File: config.mk
export PLATFORM = sky130hd
export DESIGN_NAME = id_ex_issue
export DESIGN_NICKNAME = d
export VERILOG_FILES = /design/src/rtl/alu_pkg.sv /design/src/rtl/fwd_mux.sv /design/src/rtl/id_ex_issue.sv
export SDC_FILE = /design/constraint.sdc
export NUM_CORES = 1
export LEC_CHECK = 0
export ABC_AREA = 1
export BUFFER_PORTS_ARGS = -buffer_cell sky130_fd_sc_hd__buf_2
export CORE_ASPECT_RATIO = 2
export CORE_UTILIZATION = 49
export DETAILED_ROUTE_END_ITERATION = 8
export GPL_TIMING_DRIVEN = 0
export PLACE_DENSITY = 0.81
export SLEW_MARGIN = 5
export SYNTH_ARGS = -nofsm -noshare
export SYNTH_HDL_FRONTEND = slang
export SYNTH_SLANG_ARGS = --single-unit
File: constraint.sdc
create_clock -name clk -period 4.7 [get_ports clk]
set_clock_uncertainty 0.1 [all_clocks]
set_input_delay 0.705 -clock clk [delete_from_list [all_inputs] [get_ports clk]]
set_output_delay 0.705 -clock clk [all_outputs]
set_load 0.05 [all_outputs]
File: src/rtl/alu_pkg.sv
// Shared types for the issue stage and the execute ALU it feeds.
package alu_pkg;

    localparam int DATA_W_DEF = 32;
    localparam int REG_AW_DEF = 5;

    typedef enum logic [1:0] {
        ALU_ADD = 2'b00,
        ALU_SUB = 2'b01,
        ALU_AND = 2'b10,
        ALU_OR  = 2'b11
    } alu_op_t;

    typedef enum logic {
        RUN    = 1'b0,
        BUBBLE = 1'b1
    } issue_state_t;

endpackage

File: src/rtl/fwd_mux.sv
// Per-source operand forwarding: r0 wins, then EX, MEM and WB in that order, then the regfile read.
module fwd_mux #(
    parameter int DATA_W = 32,
    parameter int REG_AW = 5
) (
    input  logic [REG_AW-1:0] src_i,
    input  logic [DATA_W-1:0] id_val_i,
    input  logic              ex_en_i,
    input  logic [REG_AW-1:0] ex_rd_i,
    input  logic [DATA_W-1:0] ex_val_i,
    input  logic              mem_en_i,
    input  logic [REG_AW-1:0] mem_rd_i,
    input  logic [DATA_W-1:0] mem_val_i,
    input  logic              wb_en_i,
    input  logic [REG_AW-1:0] wb_rd_i,
    input  logic [DATA_W-1:0] wb_val_i,
    output logic [DATA_W-1:0] fwd_o
);

    always_comb begin
        fwd_o = id_val_i;
        if (src_i == '0)                            fwd_o = '0;
        else if (ex_en_i  && (ex_rd_i  == src_i))   fwd_o = ex_val_i;
        else if (mem_en_i && (mem_rd_i == src_i))   fwd_o = mem_val_i;
        else if (wb_en_i  && (wb_rd_i  == src_i))   fwd_o = wb_val_i;
    end

endmodule

File: src/rtl/id_ex_issue.sv
// Operand-issue stage: forwarding, load-use bubble FSM and the ID/EX register feeding execute.
module id_ex_issue
    import alu_pkg::*;
#(
    parameter int DATA_W = DATA_W_DEF,
    parameter int REG_AW = REG_AW_DEF,
    parameter int CNT_W  = 16
) (
    input  logic              clk,
    input  logic              rst,
    input  logic              id_valid,
    input  logic [REG_AW-1:0] id_rs,
    input  logic [REG_AW-1:0] id_rt,
    input  logic [REG_AW-1:0] id_rd,
    input  logic [DATA_W-1:0] id_rsVal,
    input  logic [DATA_W-1:0] id_rtVal,
    input  logic [15:0]       id_imm,
    input  logic              id_aluSrc,
    input  logic [1:0]        id_ctrl,
    input  logic              id_regWrite,
    input  logic              id_memRead,
    input  logic              flush,
    input  logic [DATA_W-1:0] EXaluOut,
    input  logic              mem_regWrite,
    input  logic [REG_AW-1:0] mem_rd,
    input  logic [DATA_W-1:0] mem_result,
    input  logic              wb_regWrite,
    input  logic [REG_AW-1:0] wb_rd,
    input  logic [DATA_W-1:0] wb_data,
    output logic [DATA_W-1:0] aluSrcA,
    output logic [DATA_W-1:0] aluSrcB,
    output logic [1:0]        ctrl,
    output logic              ex_valid,
    output logic [REG_AW-1:0] ex_rd,
    output logic              ex_regWrite,
    output logic              ex_memRead,
    output logic [DATA_W-1:0] ex_rtVal,
    output logic              stall,
    output logic [CNT_W-1:0]  stall_cnt
);

    issue_state_t      state_q;
    logic [DATA_W-1:0] srcA_q, srcB_q, rtVal_q;
    logic [1:0]        ctrl_q;
    logic              valid_q, regWrite_q, memRead_q;
    logic [REG_AW-1:0] rd_q;
    logic [CNT_W-1:0]  cnt_q;

    logic [DATA_W-1:0] rs_fwd, rt_fwd, srcB_d;
    logic              ex_fwd_en, hazard, load_bubble;

    // A load in EX has no result yet, so it is never an EX forwarding source.
    assign ex_fwd_en = valid_q & regWrite_q & ~memRead_q;

    fwd_mux #(.DATA_W(DATA_W), .REG_AW(REG_AW)) u_fwd_rs (
        .src_i    (id_rs),
        .id_val_i (id_rsVal),
        .ex_en_i  (ex_fwd_en),
        .ex_rd_i  (rd_q),
        .ex_val_i (EXaluOut),
        .mem_en_i (mem_regWrite),
        .mem_rd_i (mem_rd),
        .mem_val_i(mem_result),
        .wb_en_i  (wb_regWrite),
        .wb_rd_i  (wb_rd),
        .wb_val_i (wb_data),
        .fwd_o    (rs_fwd)
    );

    fwd_mux #(.DATA_W(DATA_W), .REG_AW(REG_AW)) u_fwd_rt (
        .src_i    (id_rt),
        .id_val_i (id_rtVal),
        .ex_en_i  (ex_fwd_en),
        .ex_rd_i  (rd_q),
        .ex_val_i (EXaluOut),
        .mem_en_i (mem_regWrite),
        .mem_rd_i (mem_rd),
        .mem_val_i(mem_result),
        .wb_en_i  (wb_regWrite),
        .wb_rd_i  (wb_rd),
        .wb_val_i (wb_data),
        .fwd_o    (rt_fwd)
    );

    assign srcB_d = id_aluSrc ? {{(DATA_W-16){id_imm[15]}}, id_imm} : rt_fwd;

    // rt only matters for the hazard when it is actually used as operand B.
    assign hazard = (state_q == RUN) & id_valid & valid_q & memRead_q & (rd_q != '0) &
                    ((rd_q == id_rs) | ((rd_q == id_rt) & ~id_aluSrc));

    assign stall       = hazard & ~flush;
    assign load_bubble = flush | ~id_valid | hazard;

    always_ff @(posedge clk or posedge rst) begin
        if (rst) begin
            state_q    <= RUN;
            srcA_q     <= '0;
            srcB_q     <= '0;
            rtVal_q    <= '0;
            ctrl_q     <= ALU_ADD;
            valid_q    <= 1'b0;
            rd_q       <= '0;
            regWrite_q <= 1'b0;
            memRead_q  <= 1'b0;
            cnt_q      <= '0;
        end else begin
            if (load_bubble) begin
                srcA_q     <= '0;
                srcB_q     <= '0;
                rtVal_q    <= '0;
                ctrl_q     <= ALU_ADD;
                valid_q    <= 1'b0;
                rd_q       <= '0;
                regWrite_q <= 1'b0;
                memRead_q  <= 1'b0;
            end else begin
                srcA_q     <= rs_fwd;
                srcB_q     <= srcB_d;
                rtVal_q    <= rt_fwd;
                ctrl_q     <= id_ctrl;
                valid_q    <= 1'b1;
                rd_q       <= id_rd;
                regWrite_q <= id_regWrite;
                memRead_q  <= id_memRead;
            end
            state_q <= stall ? BUBBLE : RUN;
            if (stall && (cnt_q != '1))
                cnt_q <= cnt_q + CNT_W'(1);
        end
    end

    assign aluSrcA     = srcA_q;
    assign aluSrcB     = srcB_q;
    assign ctrl        = ctrl_q;
    assign ex_valid    = valid_q;
    assign ex_rd       = rd_q;
    assign ex_regWrite = regWrite_q;
    assign ex_memRead  = memRead_q;
    assign ex_rtVal    = rtVal_q;
    assign stall_cnt   = cnt_q;

endmodule

After elaboration in Yosys (flattened, before gate mapping) --
Index checks and enable logic that the tools add are counted.
Word-level totals: output and inout bits 123, bits in registers 123, bits of input ports 212, word-level logic and storage cells 63
Operators by class: reduce and logical (&&, ||, !) cells 10, bitwise gates (word level) 17, eq/ne operators 7, add/sub/neg operators 1, mux-type cells 18
Operator list (count):
- 32-bit two-way mux | 12
- 5-bit == test | 6
- 16-bit by 1-bit adder with 16-bit output, second input constant | 1
- 16-bit inequality test, second input constant | 1
- 5-bit logical NOT | 2
- 1-bit AND | 9
- 1-bit logical AND | 7
- 5-bit two-way mux | 1
- 1-bit NOT | 5
- 5-bit nonzero test | 1
- 1-bit two-way mux | 4
- 1-bit OR | 3
- 2-bit two-way mux | 1

Depth between registers and ports, before layout --
depth in word-level cells 8, gate-level depth with buffers 12, gate-level depth less buffers 11

Modules after synthesis --
Synthesis repeated with hierarchy kept, for this count alone.
Second synthesis, totals: cells, all modules 1387, area, all modules 8941.1 um^2
Modules (own cells, without submodules):
- id_ex_issue | area each 4874.7 um^2, sequential area each 3078.0 um^2, times used 1, cells an instance 545
- fwd_mux | area each 2033.2 um^2, sequential area each 0.0 um^2, times used 2, cells an instance 421

Worst setup path after synthesis --
Ideal clock, no wire load.
path type input port to output port, from input id_rt[3], to output stall, data required time 3.895 ns, arrival 1.827 ns, cell stages on the path 7, path buffers 1, path slack 2.068 ns, cell sequence or2_1 > a21oi_4 > nand3_1 > nand2_2 > nand2_4 > nor2_4 > buf_6
On the way: longest elaborated chain between the ends 5
Ends and longest elaborated chain:
- start, declared | line id_ex_issue.sv:13 | input logic [REG_AW-1:0] id_rt,
- 5-bit == test | line id_ex_issue.sv:89 | ((rd_q == id_rs) | ((rd_q == id_rt) & ~id_aluSrc));
- 1-bit AND | line id_ex_issue.sv:89
- 1-bit OR | line id_ex_issue.sv:89
- 1-bit AND | line id_ex_issue.sv:88 | assign hazard = (state_q == RUN) & id_valid & valid_q & memRead_q & (rd_q != '0) &
- 1-bit AND | line id_ex_issue.sv:91 | assign stall = hazard & ~flush;
- end, declared | line id_ex_issue.sv:38 | output logic stall,
Every way passes these cells.

Worst setup path in the final report --
from register rd_q[1], in the netlist ex_rd[1], to output stall
On the way: longest elaborated chain between the ends 5, elaborated cells between the ends (all ways) 8, classes of those cells 2 x eq/ne; 5 x bitwise; 1 x reduce/logical
Ends and longest elaborated chain:
- start, declared | line id_ex_issue.sv:46 | logic [REG_AW-1:0] rd_q;
- start signal, assigned | line id_ex_issue.sv:122 | rd_q <= id_rd;
- 5-bit == test | line id_ex_issue.sv:89
- 1-bit AND | line id_ex_issue.sv:89
- 1-bit OR | line id_ex_issue.sv:89
- 1-bit AND * | line id_ex_issue.sv:88
- 1-bit AND * | line id_ex_issue.sv:91
Every way passes the cells marked *; elsewhere a longest branch is shown, timed or not.

==> run summary <==
RUN STATUS
-------------------------------------------------------------------------------------------
Result of the run                                                              finished clean

PLACEMENT
-------------------------------------------------------------------------------------------
HPWL Detailed                                                                  26,800 microns
Port Buffers                                                                            334
Placer congestion estimate                                                             1.00

CRITICAL PATH
-------------------------------------------------------------------------------------------
Classification of the worst setup path                                         flop to primary output
Buffers plus inverters on the worst setup path                                            3
FF-to-FF End                                                                    aluSrcA[22]
Kind of cell adding the most delay to the critical path                        simple AND/OR/NAND/NOR gates
Largest fanout on the critical path                                                      11
CP peak stage delay                                                                 0.40 ns
Slack of the worst reg-to-reg path                                                  2.30 ns
Crit path arrival time                                                              2.60 ns
Worst r2r src                                                                      ex_valid
Cell with the largest stage delay on the worst path                                 dfrtp_1
Startpoint type of the worst setup path                                                flop
Ordered list of cells on the worst path                                        inv_1 > nand2_1 > nand4_1 > nor2_2 > nand3_1 > nand2_2 > nand2_4 > nor2_4 > buf_6 > buf_2
Worst reg2reg path depth                                                                  9
Required time of the worst setup path                                               3.89 ns
Nature of the critical path endpoint                                           primary output

CLOCK TREE
-------------------------------------------------------------------------------------------
Maximum root-to-sink buffer count                                                         2
TritonCTS buffer count                                                                   17
CTS Hold Buffers Added                                                                    0
Clock tree sinks                                                                        123
Clock latency on the worst-skew pair                                                0.43 ns
Post-CTS Setup Repair Bufs                                                                0
Root Buffer Master                                                                clkbuf_16
Clock tree from TritonCTS                                                              done
Number of H-tree branching levels                                                         4
Post-cts resize count                                                                     0
CTS clk-pin slew, worst paths                                                       0.06 ns

GLOBAL ROUTING
-------------------------------------------------------------------------------------------
Met1 track demand over resource                                                       35.8%
Vias in the first global route                                                        9,812
Met2 usage in global routing                                                          71.6%
Most heavily used metal layer in global routing                                        met2
Antenna violations before repair                                                          3
Largest net degree at the start of global routing                                        84
Met3 track demand over resource                                                       10.7%
Gr ovfl total                                                                             0
First-pass GRT wire length                                                     50,400 microns
Tot GR Track Use                                                                      39.8%

POWER
-------------------------------------------------------------------------------------------
Switching Power                                                                     1.04 mW
Cell leakage power                                                                  6.53 nW
Relative contribution of the clock network to total power                             44.4%
Switch share                                                                          32.2%
Power density normalized to cell area                                           303 nW/um^2
Logic gate share of total power                                                       21.2%
Maximum vdd ir drop                                                                0.257 mV
Internal cell power                                                                 2.20 mW
Part of the power in registers                                                        34.5%

FLOORPLANNING
-------------------------------------------------------------------------------------------
Core Area                                                                      16,200 sq um
Die outline area                                                               17,100 sq um
Initial core utilization                                                              50.0%
# IOs                                                                                   335
Die boundary height                                                             184 microns
Row Count                                                                                66
Width of the chip                                                              92.9 microns

SYNTHESIS
-------------------------------------------------------------------------------------------
Synth Register Bits                                                                     123
Mapped Cells                                                                          1,225
Fraction of synthesized area in multiplexers                                             0%
Synthesized cell area                                                            8100 sq um
Synthesized-area fraction occupied by adder cells                                    0.155%
Dominant combinational cell family by area after synthesis                     simple AND/OR/NAND/NOR gates
Synth Area in Compound Gates                                                          4.82%
Area fraction in and, or, nand and nor cells after synthesis                          41.2%
Number of warning messages in the yosys log                                               0
Synthesized Nets                                                                      1,438
Sequential area share after synthesis                                                 38.0%
Number of distinct standard cells referenced by the synthesized netlist                  31
Synthesized-area fraction occupied by xor and xnor cells                              2.27%
Mean instance size in the synthesized netlist                                    6.61 sq um

TIMING
-------------------------------------------------------------------------------------------
Crit path time final                                                                3.41 ns
Final setup TNS                                                                        0 ns
RSZ-0062 raised after global routing                                                     no
Maximum frequency from static timing analysis                                       294 MHz
Final count of pins violating max slew                                                    0
Final hold viol count                                                                     0
Final period util                                                                     72.5%
# setup viols final                                                                       0
Max_slew headroom                                                                     45.3%
Pin slew with the least headroom to its limit                                      0.817 ns

DRT
-------------------------------------------------------------------------------------------
Vias                                                                                  9,769
Total wirelength of the detailed-routed design                                 33,600 microns
Number of design-rule violations left by the first detailed-router iteration            555
Total DRC errors in the routed layout                                                     0
Vias per std cell                                                                      5.43
Initial DRT Pass Iterations                                                               6
Number of routed nets with antenna violations                                             0
Avg WL per Cell                                                                18.7 microns

FINAL LAYOUT
-------------------------------------------------------------------------------------------
Leading cell type in the layout, fill and taps excluded                               buf_2
Layout-stage area growth over the synthesis result                                    32.1%
Final Core Density                                                                    66.1%
Sequential cell area                                                             3080 sq um
Most used cells in the layout excluding fill and tap cells                     buf_2 (347), nand2_1 (307), inv_1 (196)
Area used by multi-input combinational logic                                     3920 sq um
Layout cells sized above 1                                                            26.7%
Final Net Count                                                                       1,792
Filler Cell Count                                                                     1,525

FLOW RUN
-------------------------------------------------------------------------------------------
Number of max-cap violations                                                              0

HOLD PATH
-------------------------------------------------------------------------------------------
Hold Crit Class                                                                input pin to async pin

[power by group through the flow]
stage | combinational, mW | sequential (mW) | clock [mW]
6_report | 0.685 | 1.12 | 1.44
5_1_grt | 0.738 | 1.12 | 1.48
4_1_cts | 0.676 | 1.12 | 1.44
3_5_place_dp | 0.672 | 1.13 | 0
3_3_place_gp | 0.665 | 1.13 | 0
2_1_floorplan | 0.261 | 1.29 | 0
[logic make-up after synthesis]
kind of cell	count (synthesis)
flops	123
xor+xnor	21
simple gates	724
buf+inv	281
fa+ha+maj	1
compound gates	75
[layer usage]
metal / vias to the layer above / part of all wire (%) / wire length, microns
li1: 4609 / - / -
met1: 4427 / 32 / 10600
met2: 544 / 52 / 17600
met3: 187 / 7.5 / 2540
met4: 2 / 8.6 / 2910
met5: - / 0.033 / 11
[worst max path at each step]
stage               cells past startpoint     start  slack (ns)    endpoint
floorplan                               1       rst        0.62  aluSrcA[0]
global placement                        2       rst       -0.59  aluSrcA[1]
detailed placement                     11  id_rt[1]        1.32       stall
CTS                                    10  ex_rd[1]        1.28       stall
global route                           10  ex_rd[1]        1.15       stall
finish                                 10  ex_rd[1]        1.29       stall
[area by class of cell]
| class | instances | share of cell area, % |
|---|---|---|
| multi-input combinational | 821 | 36.7 |
| sequential | 123 | 28.8 |
| timing repair buffer | 335 | 15.9 |
| inverter | 203 | 7.17 |
| clock buffer | 19 | 4.14 |
| buffer | 78 | 3.10 |
| tap | 204 | 2.39 |
| clock inverter | 13 | 1.78 |
| antenna | 3 | 0.0702 |
[flip-flops by register name (all words and copies together) (netlist names)]
name	flops
aluSrcA	32
aluSrcB	32
ctrl	2
ex_memRead	1
ex_rd	5
ex_regWrite	1
ex_rtVal	32
ex_valid	1
stall_cnt	16
state_q	1
[per-stage QoR]
stage / hold slack (ns) / setup slack [ns] / instance area (sq um) / instances / power (mW)
6_report: 0.174 / 1.29 / 10700 / 1799 / 3.24
5_1_grt: 0.197 / 1.15 / 10700 / 1797 / 3.34
4_1_cts: 0.177 / 1.28 / 10700 / 1796 / 3.23
3_5_place_dp: 0.388 / 1.32 / 10100 / 1764 / 1.81
3_3_place_gp: 0.383 / -0.592 / 10000 / 1763 / 1.80
2_1_floorplan: 0.659 / 0.624 / 8100 / 1225 / 1.55
[cells in the mapped netlist, drive strengths merged]
library cell  instances  share of area [%]
nand2               312                 15
inv                 203                9.4
nand3               176                 11
dfrtp               123                 38
nand4               103                8.0
nor2                102                4.9
a21oi                70                4.5
clkbuf               60                2.8
or2                  19                1.5
buf                  18                1.3
xor2                 15                1.6
nor3                 10               0.93
xnor2                 6               0.65
o21ai                 5               0.31
ha                    1               0.15
nand3b                1              0.093
nor3b                 1              0.093
No activity file was read; power rests on OpenSTA's default activity.
